===== src/rtl/sump_sample_tx_pkg.sv =====
// Package logip_pkg: shared constants and types for the logIP UART transmit path.
//   UART_DATA_BITS  : data bits per UART character
//   UART_FRAME_BITS : start + data + stop bits per character
//   UART_START/STOP : line levels of the start and stop bits
//   tx_state_e      : word-sequencer states (IDLE, SEND, DROP)
package logip_pkg;

  localparam int   UART_DATA_BITS  = 8;
  localparam int   UART_FRAME_BITS = UART_DATA_BITS + 2;
  localparam logic UART_START      = 1'b0;
  localparam logic UART_STOP       = 1'b1;

  typedef enum logic [1:0] {
    IDLE = 2'd0,
    SEND = 2'd1,
    DROP = 2'd2
  } tx_state_e;

endpackage


===== src/rtl/sump_sample_tx_uart_tx_byte.sv =====
// uart_tx_byte: serialises one byte as 8N1 (start, d0..d7 LSB first, stop).
//   clk_i        : system clock
//   rst_in       : asynchronous active-low reset
//   byte_i       : byte to send, taken when byte_valid_i && byte_ready_o
//   byte_valid_i : byte_i is valid
//   byte_ready_o : idle, or in the last cycle of the stop bit (allows
//                  back-to-back characters with no idle gap)
//   tx_o         : serial line, driven straight from a flop, idle high
module uart_tx_byte
  import logip_pkg::*;
#(
  parameter int CLK_PER_BIT = 10
) (
  input  logic                      clk_i,
  input  logic                      rst_in,
  input  logic [UART_DATA_BITS-1:0] byte_i,
  input  logic                      byte_valid_i,
  output logic                      byte_ready_o,
  output logic                      tx_o
);

  localparam int                BAUD_W   = (CLK_PER_BIT > 1) ? $clog2(CLK_PER_BIT) : 1;
  localparam logic [BAUD_W-1:0] BAUD_MAX = BAUD_W'(CLK_PER_BIT - 1);
  localparam logic [3:0]        BIT_STOP = 4'(UART_FRAME_BITS - 1);
  localparam logic [3:0]        BIT_D7   = 4'(UART_FRAME_BITS - 2);

  logic                      active_q, active_d;
  logic                      tx_q, tx_d;
  logic [UART_DATA_BITS-1:0] data_q, data_d;
  logic [BAUD_W-1:0]         baud_q, baud_d;
  logic [3:0]                bit_q, bit_d;   // 0 = start, 1..8 = d0..d7, 9 = stop
  logic                      bit_end;
  logic                      load;

  assign bit_end      = active_q && (baud_q == BAUD_MAX);
  assign byte_ready_o = !active_q || (bit_end && (bit_q == BIT_STOP));
  assign load         = byte_valid_i && byte_ready_o;
  assign tx_o         = tx_q;

  always_comb begin
    active_d = active_q;
    tx_d     = tx_q;
    data_d   = data_q;
    baud_d   = baud_q;
    bit_d    = bit_q;
    if (load) begin
      // Start bit goes out in the cycle right after the loading edge.
      active_d = 1'b1;
      tx_d     = UART_START;
      data_d   = byte_i;
      baud_d   = '0;
      bit_d    = '0;
    end else if (active_q) begin
      if (bit_end) begin
        baud_d = '0;
        if (bit_q == BIT_STOP) begin
          active_d = 1'b0;
          tx_d     = UART_STOP;
        end else begin
          bit_d = bit_q + 4'd1;
          // Entering bit bit_q+1: data bit bit_q, or the stop bit after d7.
          tx_d  = (bit_q == BIT_D7) ? UART_STOP : data_q[bit_q[2:0]];
        end
      end else begin
        baud_d = baud_q + 1'b1;
      end
    end
  end

  always_ff @(posedge clk_i or negedge rst_in) begin
    if (!rst_in) begin
      active_q <= 1'b0;
      tx_q     <= UART_STOP;
      data_q   <= '0;
      baud_q   <= '0;
      bit_q    <= '0;
    end else begin
      active_q <= active_d;
      tx_q     <= tx_d;
      data_q   <= data_d;
      baud_q   <= baud_d;
      bit_q    <= bit_d;
    end
  end

endmodule


===== src/rtl/sump_sample_tx.sv =====
// sump_sample_tx: transmit path of logIP. Latches a WIDTH-bit sample word and
// sends its enabled bytes (LSB byte first) as back-to-back 8N1 characters.
//   clk_i    : system clock
//   rst_in   : asynchronous active-low reset
//   data_i   : sample word to transmit
//   valid_i  : data_i / grp_en_i valid
//   ready_o  : word can be accepted this cycle (registered, high only in IDLE)
//   grp_en_i : per-byte enable, bit k sends data_i[8k+7:8k]
//   tx_o     : UART serial output, idle high
//   busy_o   : word in progress (state is not IDLE)
module sump_sample_tx
  import logip_pkg::*;
#(
  parameter int WIDTH       = 32,
  parameter int CLK_PER_BIT = 10
) (
  input  logic               clk_i,
  input  logic               rst_in,
  input  logic [WIDTH-1:0]   data_i,
  input  logic               valid_i,
  output logic               ready_o,
  input  logic [WIDTH/8-1:0] grp_en_i,
  output logic               tx_o,
  output logic               busy_o
);

  localparam int NB    = WIDTH / 8;
  localparam int IDX_W = (NB > 1) ? $clog2(NB) : 1;

  tx_state_e          state_q;
  logic               ready_q;
  logic               busy_q;
  logic [WIDTH-1:0]   word_q;
  logic [NB-1:0]      mask_q;

  logic [7:0]         word_bytes [NB];
  logic [7:0]         in_bytes   [NB];
  logic [IDX_W-1:0]   cur_idx;
  logic [NB-1:0]      mask_clr;
  logic               accept;
  logic               byte_valid;
  logic [7:0]         byte_data;
  logic               byte_ready;
  logic               byte_done;

  // Lowest set bit wins: bytes go out LSB group first.
  function automatic logic [IDX_W-1:0] lowest_idx(input logic [NB-1:0] m);
    logic [IDX_W-1:0] idx;
    idx = '0;
    for (int i = NB - 1; i >= 0; i--) begin
      if (m[i]) idx = IDX_W'(i);
    end
    return idx;
  endfunction

  genvar gi;
  generate
    for (gi = 0; gi < NB; gi++) begin : g_bytes
      assign word_bytes[gi] = word_q[8*gi +: 8];
      assign in_bytes[gi]   = data_i[8*gi +: 8];
    end
  endgenerate

  assign accept    = valid_i && ready_q;
  assign cur_idx   = lowest_idx(mask_q);
  assign mask_clr  = mask_q & ~(NB'(1) << cur_idx);
  // In SEND the serialiser is always active, so ready means the stop bit ends now.
  assign byte_done = (state_q == SEND) && byte_ready;

  // The first byte is handed to the serialiser on the accepting edge itself
  // (straight from data_i) so the start bit appears one cycle later. Later
  // bytes are offered from word_q and taken at the end of the previous stop bit.
  always_comb begin
    byte_valid = 1'b0;
    byte_data  = 8'h00;
    case (state_q)
      IDLE: begin
        if (accept && (grp_en_i != '0)) begin
          byte_valid = 1'b1;
          byte_data  = in_bytes[lowest_idx(grp_en_i)];
        end
      end
      SEND: begin
        if (mask_clr != '0) begin
          byte_valid = 1'b1;
          byte_data  = word_bytes[lowest_idx(mask_clr)];
        end
      end
      default: ;
    endcase
  end

  always_ff @(posedge clk_i or negedge rst_in) begin
    if (!rst_in) begin
      state_q <= IDLE;
      ready_q <= 1'b1;
      busy_q  <= 1'b0;
      word_q  <= '0;
      mask_q  <= '0;
    end else begin
      case (state_q)
        IDLE: begin
          if (accept) begin
            word_q  <= data_i;
            mask_q  <= grp_en_i;
            ready_q <= 1'b0;
            busy_q  <= 1'b1;
            state_q <= (grp_en_i != '0) ? SEND : DROP;
          end
        end
        SEND: begin
          if (byte_done) begin
            mask_q <= mask_clr;
            if (mask_clr == '0) begin
              state_q <= IDLE;
              ready_q <= 1'b1;
              busy_q  <= 1'b0;
            end
          end
        end
        DROP: begin
          state_q <= IDLE;
          ready_q <= 1'b1;
          busy_q  <= 1'b0;
        end
        default: begin
          state_q <= IDLE;
          ready_q <= 1'b1;
          busy_q  <= 1'b0;
          mask_q  <= '0;
        end
      endcase
    end
  end

  assign ready_o = ready_q;
  assign busy_o  = busy_q;

  uart_tx_byte #(
    .CLK_PER_BIT(CLK_PER_BIT)
  ) u_uart_tx_byte (
    .clk_i       (clk_i),
    .rst_in      (rst_in),
    .byte_i      (byte_data),
    .byte_valid_i(byte_valid),
    .byte_ready_o(byte_ready),
    .tx_o        (tx_o)
  );

endmodule

===== config.mk =====
export PLATFORM = sky130hd
export DESIGN_NAME = sump_sample_tx
export DESIGN_NICKNAME = d
export VERILOG_FILES = /design/src/rtl/sump_sample_tx_pkg.sv /design/src/rtl/sump_sample_tx_uart_tx_byte.sv /design/src/rtl/sump_sample_tx.sv
export SDC_FILE = /design/constraint.sdc
export NUM_CORES = 1
export LEC_CHECK = 0
export ABC_AREA = 1
export CORE_MARGIN = 4
export CORE_UTILIZATION = 49
export DETAILED_ROUTE_END_ITERATION = 8
export PLACE_DENSITY = 0.8
export SLEW_MARGIN = 20
export SYNTH_ARGS = -nofsm -noshare
export SYNTH_HDL_FRONTEND = slang
export SYNTH_SLANG_ARGS = --single-unit

===== constraint.sdc =====
create_clock -name clk_i -period 1.55 [get_ports clk_i]
set_input_delay 0.465 -clock clk_i [delete_from_list [all_inputs] [get_ports clk_i]]
set_output_delay 0.465 -clock clk_i [all_outputs]
set_load 0.1 [all_outputs]

==> results of run 1 <==
## cell usage in the layout, fill, tap and decap left out, types with 11 or more instances in the layout
cell type and count:
nand2_1 174, dfrtp_1 46, nand3_1 41, clkdlybuf4s50_1 32, nor2_1 26, buf_4 24, inv_1 20, inv_2 13
buf_6 12, nand2_2 11, o21ai_0 11
## cell type report
class	count	area [um2]	share of cell area (%)
Timing Repair Buffer	86	947	22.5
Inverter	35	146	3.49
Tap cell	75	93.8	2.23
Clock buffer	7	86.3	2.06
Multi-Input combinational cell	319	1660	39.6
Clock inverter	1	5.00	0.119
Sequential cell	50	1260	30.0
## Yosys cell counts, drive strengths merged
library cell	instances	area (um2)
nand2	191	747
nand3	50	270
dfrtp	48	1200
inv	35	131
nor2	33	156
o21ai	15	90.1
buf	7	58.8
clkbuf	6	22.5
nand4	6	37.5
o211ai	6	45.0
ha	5	62.6
a21oi	3	15.0
o22ai	3	18.8
xor2	3	26.3
dfstp	2	52.6
a22oi	1	7.51
nor3	1	16.3
o21bai	1	18.8
xnor2	1	8.76
## registers in the layout, indices dropped and copies added, names as in the netlist, 2 cells and up
register / cells
word_q: 24
u_uart_tx_byte.data_q: 8
mask_q: 4
u_uart_tx_byte.baud_q: 4
u_uart_tx_byte.bit_q: 4
state_q: 2
## path summary, 6_finish.rpt
kind                                  endpoint  slack, ns  cells past startpoint
setup / recovery                       ready_o      -0.14                      2
hold / removal                       mask_q[2]       0.13                      2
setup reg to reg                        busy_o      -0.04                     10
hold reg to reg                     word_q[31]       0.48                      2
max in group asynchronous  u_uart_tx_byte.tx_o       1.15                      2
min in group clk_i                  word_q[31]       0.48                      2
## kinds of logic after synthesis
| kind of cell | count (synthesis) |
|---|---|
| adder cells (fa/ha/maj) | 5 |
| buffers and inverters | 48 |
| flip-flops | 50 |
| AND/OR/NAND/NOR | 281 |
| XOR/XNOR | 4 |
| AO/OA/AOI/OAI | 29 |
## worst register-to-register path, cell delays in order, from the launching register on
cell and delay (ns):
dfrtp_1 0.40, inv_2 0.08, ha_4 0.15, nand2_4 0.06, o21ai_4 0.23, buf_6 0.14
inv_2 0.03, o21ai_2 0.15, nand2_1 0.10, nand2_1 0.07, nand2_1 0.06
## metal layers
layer	up-vias	share of wire [%]	wire length, um	track usage [%]
li1	1486	-	-	-
met1	1466	39	3450	28.6
met2	155	51	4540	37.0
met3	26	6.3	554	4.61
met4	0	3.1	276	8.63
met5	-	0	0	0
## power breakdown
| group | switching (mW) | internal [mW] |
|---|---|---|
| Clock | 0.443 | 0.361 |
| Combinational | 0.139 | 0.142 |
| Sequential | 0 | 1.30 |
## repair_timing
item	4_1_cts	5_1_grt
pin swaps	4	21
buffers inserted	0	9
endpoints found under the setup margin	42	44
cloned	0	4
hold buffers	0	0
gates resized for setup	18	42
==> flow_summary.yaml, run 1 <==
timing:
  final.setup.tns_ns: -0.250
  fmax_mhz: 593
  slew_viol_final: 0
  relSlewSlack_pct: 73.2
  setup_violations: 5
  fin_crit_ns: 1.69
  period_share_pct: 109
  rsz0062_at_grt: "true"
  tightestPinTransition_ns: 0.397
  final_hold_viol_count: 0
  skew_ns: 0.00925
  setup_slack_ns: -0.137
  fin_hold_ws_ns: 0.130
logic_synthesis:
  yosys_warnings: 0
  synth_area_mm2: 0.00299
  synth.area.mux_share_pct: 0
  synth_cell_types: 30
  synth_xor_area_share_pct: 1.17
  ys_ff_latch: 50
  synth_fa_ha_area_share_pct: 2.09
  seq_area_frac_synth_pct: 42.0
  synth_nets: 461
  synth_top_family_by_area: "simple AND/OR/NAND/NOR gates"
  synthCells: 417
  synth_area_per_cell_um2: 7.16
  synth_compound_area_share_pct: 6.54
  synth-simple-area-share_pct: 41.1
setup_path:
  criticalPathCategory: "flip-flop to primary output"
  critPathSlowestCell: "dfstp_4"
  slowest_delay_ns: 0.64
  path_delay_family: "flip-flops"
  crit_start: "ready_o"
  path_cells: "buf_6, buf_12"
  crit_arrival_ns: 1.22
  start_kind: "flip-flop"
  crit_buf_inv: 2
  worstPathRequired_ns: 1.08
  r2r_start: "u_uart_tx_byte.bit_q[1]"
  cp-end-kind: "primary output"
  worstPathMaxFanout: 2
final_layout:
  diodes: 0
  area_growth_pct: 40.6
  design_area_mm2: 0.00420
  fillers: 466
  final_util_pct: 70.9
  layout-drive-gt1-share_pct: 22.9
  fin_cells: 573
  nNetsFinal: 541
drt:
  viasPerCell: 5.47
  drt_iter0_drc: 240
  wl_um: 8830
  routedWlPerCell_um: 15.4
  firstDrtPassIters: 5
  vias: 3133
  antenna_left: 0
  drcViolationCount: 0
pwr:
  power_leakage_nw: 2.20
  powerDensity_mw_per_mm2: 569
  power.total_mw: 2.39
  ir_drop_uv: 472
clock_network:
  clk_path_buf_depth: 2
  h-tree-depth: 2
  root_buffer: "clkbuf_8"
  cts_sinks: 50
  cts_tree: "done"
  clk_latency_ns: 0.31
  numCtsBuffers: 5
  cts.clk_slew.worst_paths_ns: 0.09
placed_design:
  placedCellCount: 552
  place_area_mm2: 0.00375
  place_hpwl_um: 5830
  place_ws_ns: -0.447
  gp_congestion: 0.943
  io_buffers: 41
global_route:
  grt_max_degree: 51
  antenna_found_initial: 0
  grt_pass1_wl_um: 13200
  grt_overflow: 0
  grt_pass1_vias: 2902
  grt_usage_pct: 22.3
floorplanning:
  die_y_um: 86.1
  core_mm2: 0.00592
  pin_count: 42
  start_util_pct: 50.4
  fp.dieW_um: 86.1
  die_area_mm2: 0.00741
  rows: 28
min_path:
  hold_path.class: "input port to async pin"
flow_run:
  drv_cap: 0
status:
  violations: "negative setup slack"
  status: "finished, violations left"
No activity file was read; power rests on OpenSTA's default activity.
==> run 2: changes to the inputs <==
--- a/config.mk
+++ b/config.mk
@@ -9,6 +9,7 @@
 export CORE_MARGIN = 4
 export CORE_UTILIZATION = 49
 export DETAILED_ROUTE_END_ITERATION = 8
+export GPL_ROUTABILITY_DRIVEN = 0
 export PLACE_DENSITY = 0.8
 export SLEW_MARGIN = 20
 export SYNTH_ARGS = -nofsm -noshare
==> results of run 2 <==
No change in the layout: final DEF, timing and power equal those of run 1.
==> RTL edit (flow settings as in run 2) <==
Make the reset (`rst_in`) synchronous in 2 clocked blocks. Comments in the files are not updated.
--- a/src/rtl/sump_sample_tx_uart_tx_byte.sv
+++ b/src/rtl/sump_sample_tx_uart_tx_byte.sv
@@ -68,5 +68,5 @@
   end
 
-  always_ff @(posedge clk_i or negedge rst_in) begin
+  always_ff @(posedge clk_i) begin
     if (!rst_in) begin
       active_q <= 1'b0;
--- a/src/rtl/sump_sample_tx.sv
+++ b/src/rtl/sump_sample_tx.sv
@@ -91,5 +91,5 @@
   end
 
-  always_ff @(posedge clk_i or negedge rst_in) begin
+  always_ff @(posedge clk_i) begin
     if (!rst_in) begin
       state_q <= IDLE;
Formal check against the unedited RTL: differs if rst_in is asserted again (counterexample within 4 cycles, from zero or initial values and one cycle with rst_in low); with rst_in held inactive, the same outputs for 10 cycles.
==> RTL edit against run 2 <==
Register-to-register slack improved by 0.13 ns. Critical endpoint is now u_uart_tx_byte.data_q[7]$_SDFFE_PN0P_. Area after synthesis decreased by 8.3%. Largest cell class unchanged. Worst setup slack improved by 0.23 ns. Final area decreased by 14%. Critical path type is now register to register. Sequential cell count unchanged. Die area decreased by 7.6%. Wire length decreased by 13%. First-iteration DRC count decreased by 22%. Clock skew decreased by 0.0045 ns. Hold slack improved by 0.33 ns.
Power is not compared: it rests on default switching activity, and its combinational part moved more than twofold at a synthesized area within 25%.
==> RTL edit: results (changes against run 2) <==
.. list-table::
   :header-rows: 1

   * - Metric
     - Value
   * - Critical path's top delay family
     - simple AND/OR/NAND/NOR gates
   * - Maximum number of pins on one net before global-route repair
     - 43 (-16%)
   * - # nets final
     - 536 (-0.92%)
   * - Async S/R FF share, synth
     - 0% (-100 points)
   * - Cell types with the largest area share after synthesis
     - sky130_fd_sc_hd__dfxtp_1 (37%), sky130_fd_sc_hd__nand2_1 (15%), sky130_fd_sc_hd__nor2_1 (11%), sky130_fd_sc_hd__nand3_1 (11%), sky130_fd_sc_hd__o21ai_0 (6.8%)
   * - Clock buffer instance count of the final layout
     - 8 (+1)
   * - Filler cell count in the final layout
     - 490 (+5.2%)
   * - Multi-input combinational gate total
     - 332 (+4.1%)
   * - Avg Vias per Cell
     - 5.32 (-2.6%)
   * - Clock network share of area
     - 3.05% (+0.88 points)
   * - Total met3 wirelength after detailed routing
     - 567 um (+2.3%)
   * - Max_slew headroom
     - 72.6% (-0.59 points)
   * - Post-detailed-placement half-perimeter wirelength
     - 5.40 mm (-7.3%)
   * - Worst clock skew on the final layout
     - 0.00473 ns (-0.00452 ns)
   * - CP max stage delay
     - 0.41 ns (-0.23 ns)
   * - Wire per inst
     - 13.7 um (-11%)
   * - Worst min path class
     - register to register
   * - Data-path buffer share of cell area in the final layout
     - 18.1% (-4.5 points)
   * - Met2 track utilization from global routing
     - 41.9% (+4.9 points)
   * - Number of distinct library cell variants in the gate-level netlist after synthesis
     - 27 (-10%)
   * - Run status
     - finished, final reports clean
   * - Crit path max fanout
     - 8 (+6)
   * - Commonest cells post-synth
     - sky130_fd_sc_hd__nand2_1 (113), sky130_fd_sc_hd__nor2_1 (82), sky130_fd_sc_hd__nand3_1 (61)
   * - Grt met1 use
     - 26.8% (-1.8 points)
   * - DRT iter0 DRCs
     - 187 (-22%)
   * - Flip-flop cell with the highest count after synthesis
     - sky130_fd_sc_hd__dfxtp_1
   * - Fraction of the yosys area taken by sequential cells
     - 36.6% (-5.4 points)
   * - Met2 wire len
     - 3.87 mm (-15%)
   * - Finished Layout Cells
     - 563 (-1.7%)
   * - Buffers, non-clock
     - 67 (-22%)
   * - First-pass GRT wire length
     - 12.3 mm (-6.7%)
   * - Post-synthesis share of cell area spent on xor and xnor gates
     - 0% (-1.2 points)
   * - Placed Instance Area
     - 3340 um^2 (-11%)
   * - Flip-flop and latch count
     - 50 (unchanged)
   * - Adder and majority gate portion of the synthesized area
     - 2.29% (+0.19 points)
   * - Crit path arrival time
     - 1.71 ns (+0.49 ns)
   * - Area taken by multi-input logic gates
     - 1610 um^2 (-3.1%)
   * - Complex-gate fraction of the synthesized area
     - 9.28% (+2.7 points)
   * - All-Layer GR Usage
     - 23.4% (+1.1 points)
   * - Utilization of the core after routing
     - 68.5% (-2.5 points)
   * - Non-clock inverters
     - 36 (+2.9%)
   * - Net count of the mapped netlist
     - 480 (+4.1%)
   * - Slowest library cell on the worst path
     - sky130_fd_sc_hd__dfxtp_1
## RTL edit: worst paths after layout
kind                                                end  slack [ns]  depth (start not counted)
setup / recovery  u_uart_tx_byte.data_q[7]$_SDFFE_PN0P_        0.09                          9
hold / removal                  word_q[23]$_SDFFE_PN0P_        0.46                          2
setup reg to reg  u_uart_tx_byte.data_q[7]$_SDFFE_PN0P_        0.09                          9
hold reg to reg                 word_q[23]$_SDFFE_PN0P_        0.46                          2
## RTL edit: repair_timing
| item | 4_1_cts | 5_1_grt |
|---|---|---|
| pin swaps | 6 | 11 |
| setup endpoints to repair | 18 | 21 |
| buffers inserted | 3 | 3 |
| gates resized for setup | 14 | 26 |
| endpoints found under the hold margin | 0 | 0 |
## RTL edit: where the power goes
part	internal, mW	switching [mW]	total, mW
Combinational	0.385	0.594	0.979
Clock	0.451	0.439	0.891
Sequential	1.42	0.0814	1.50
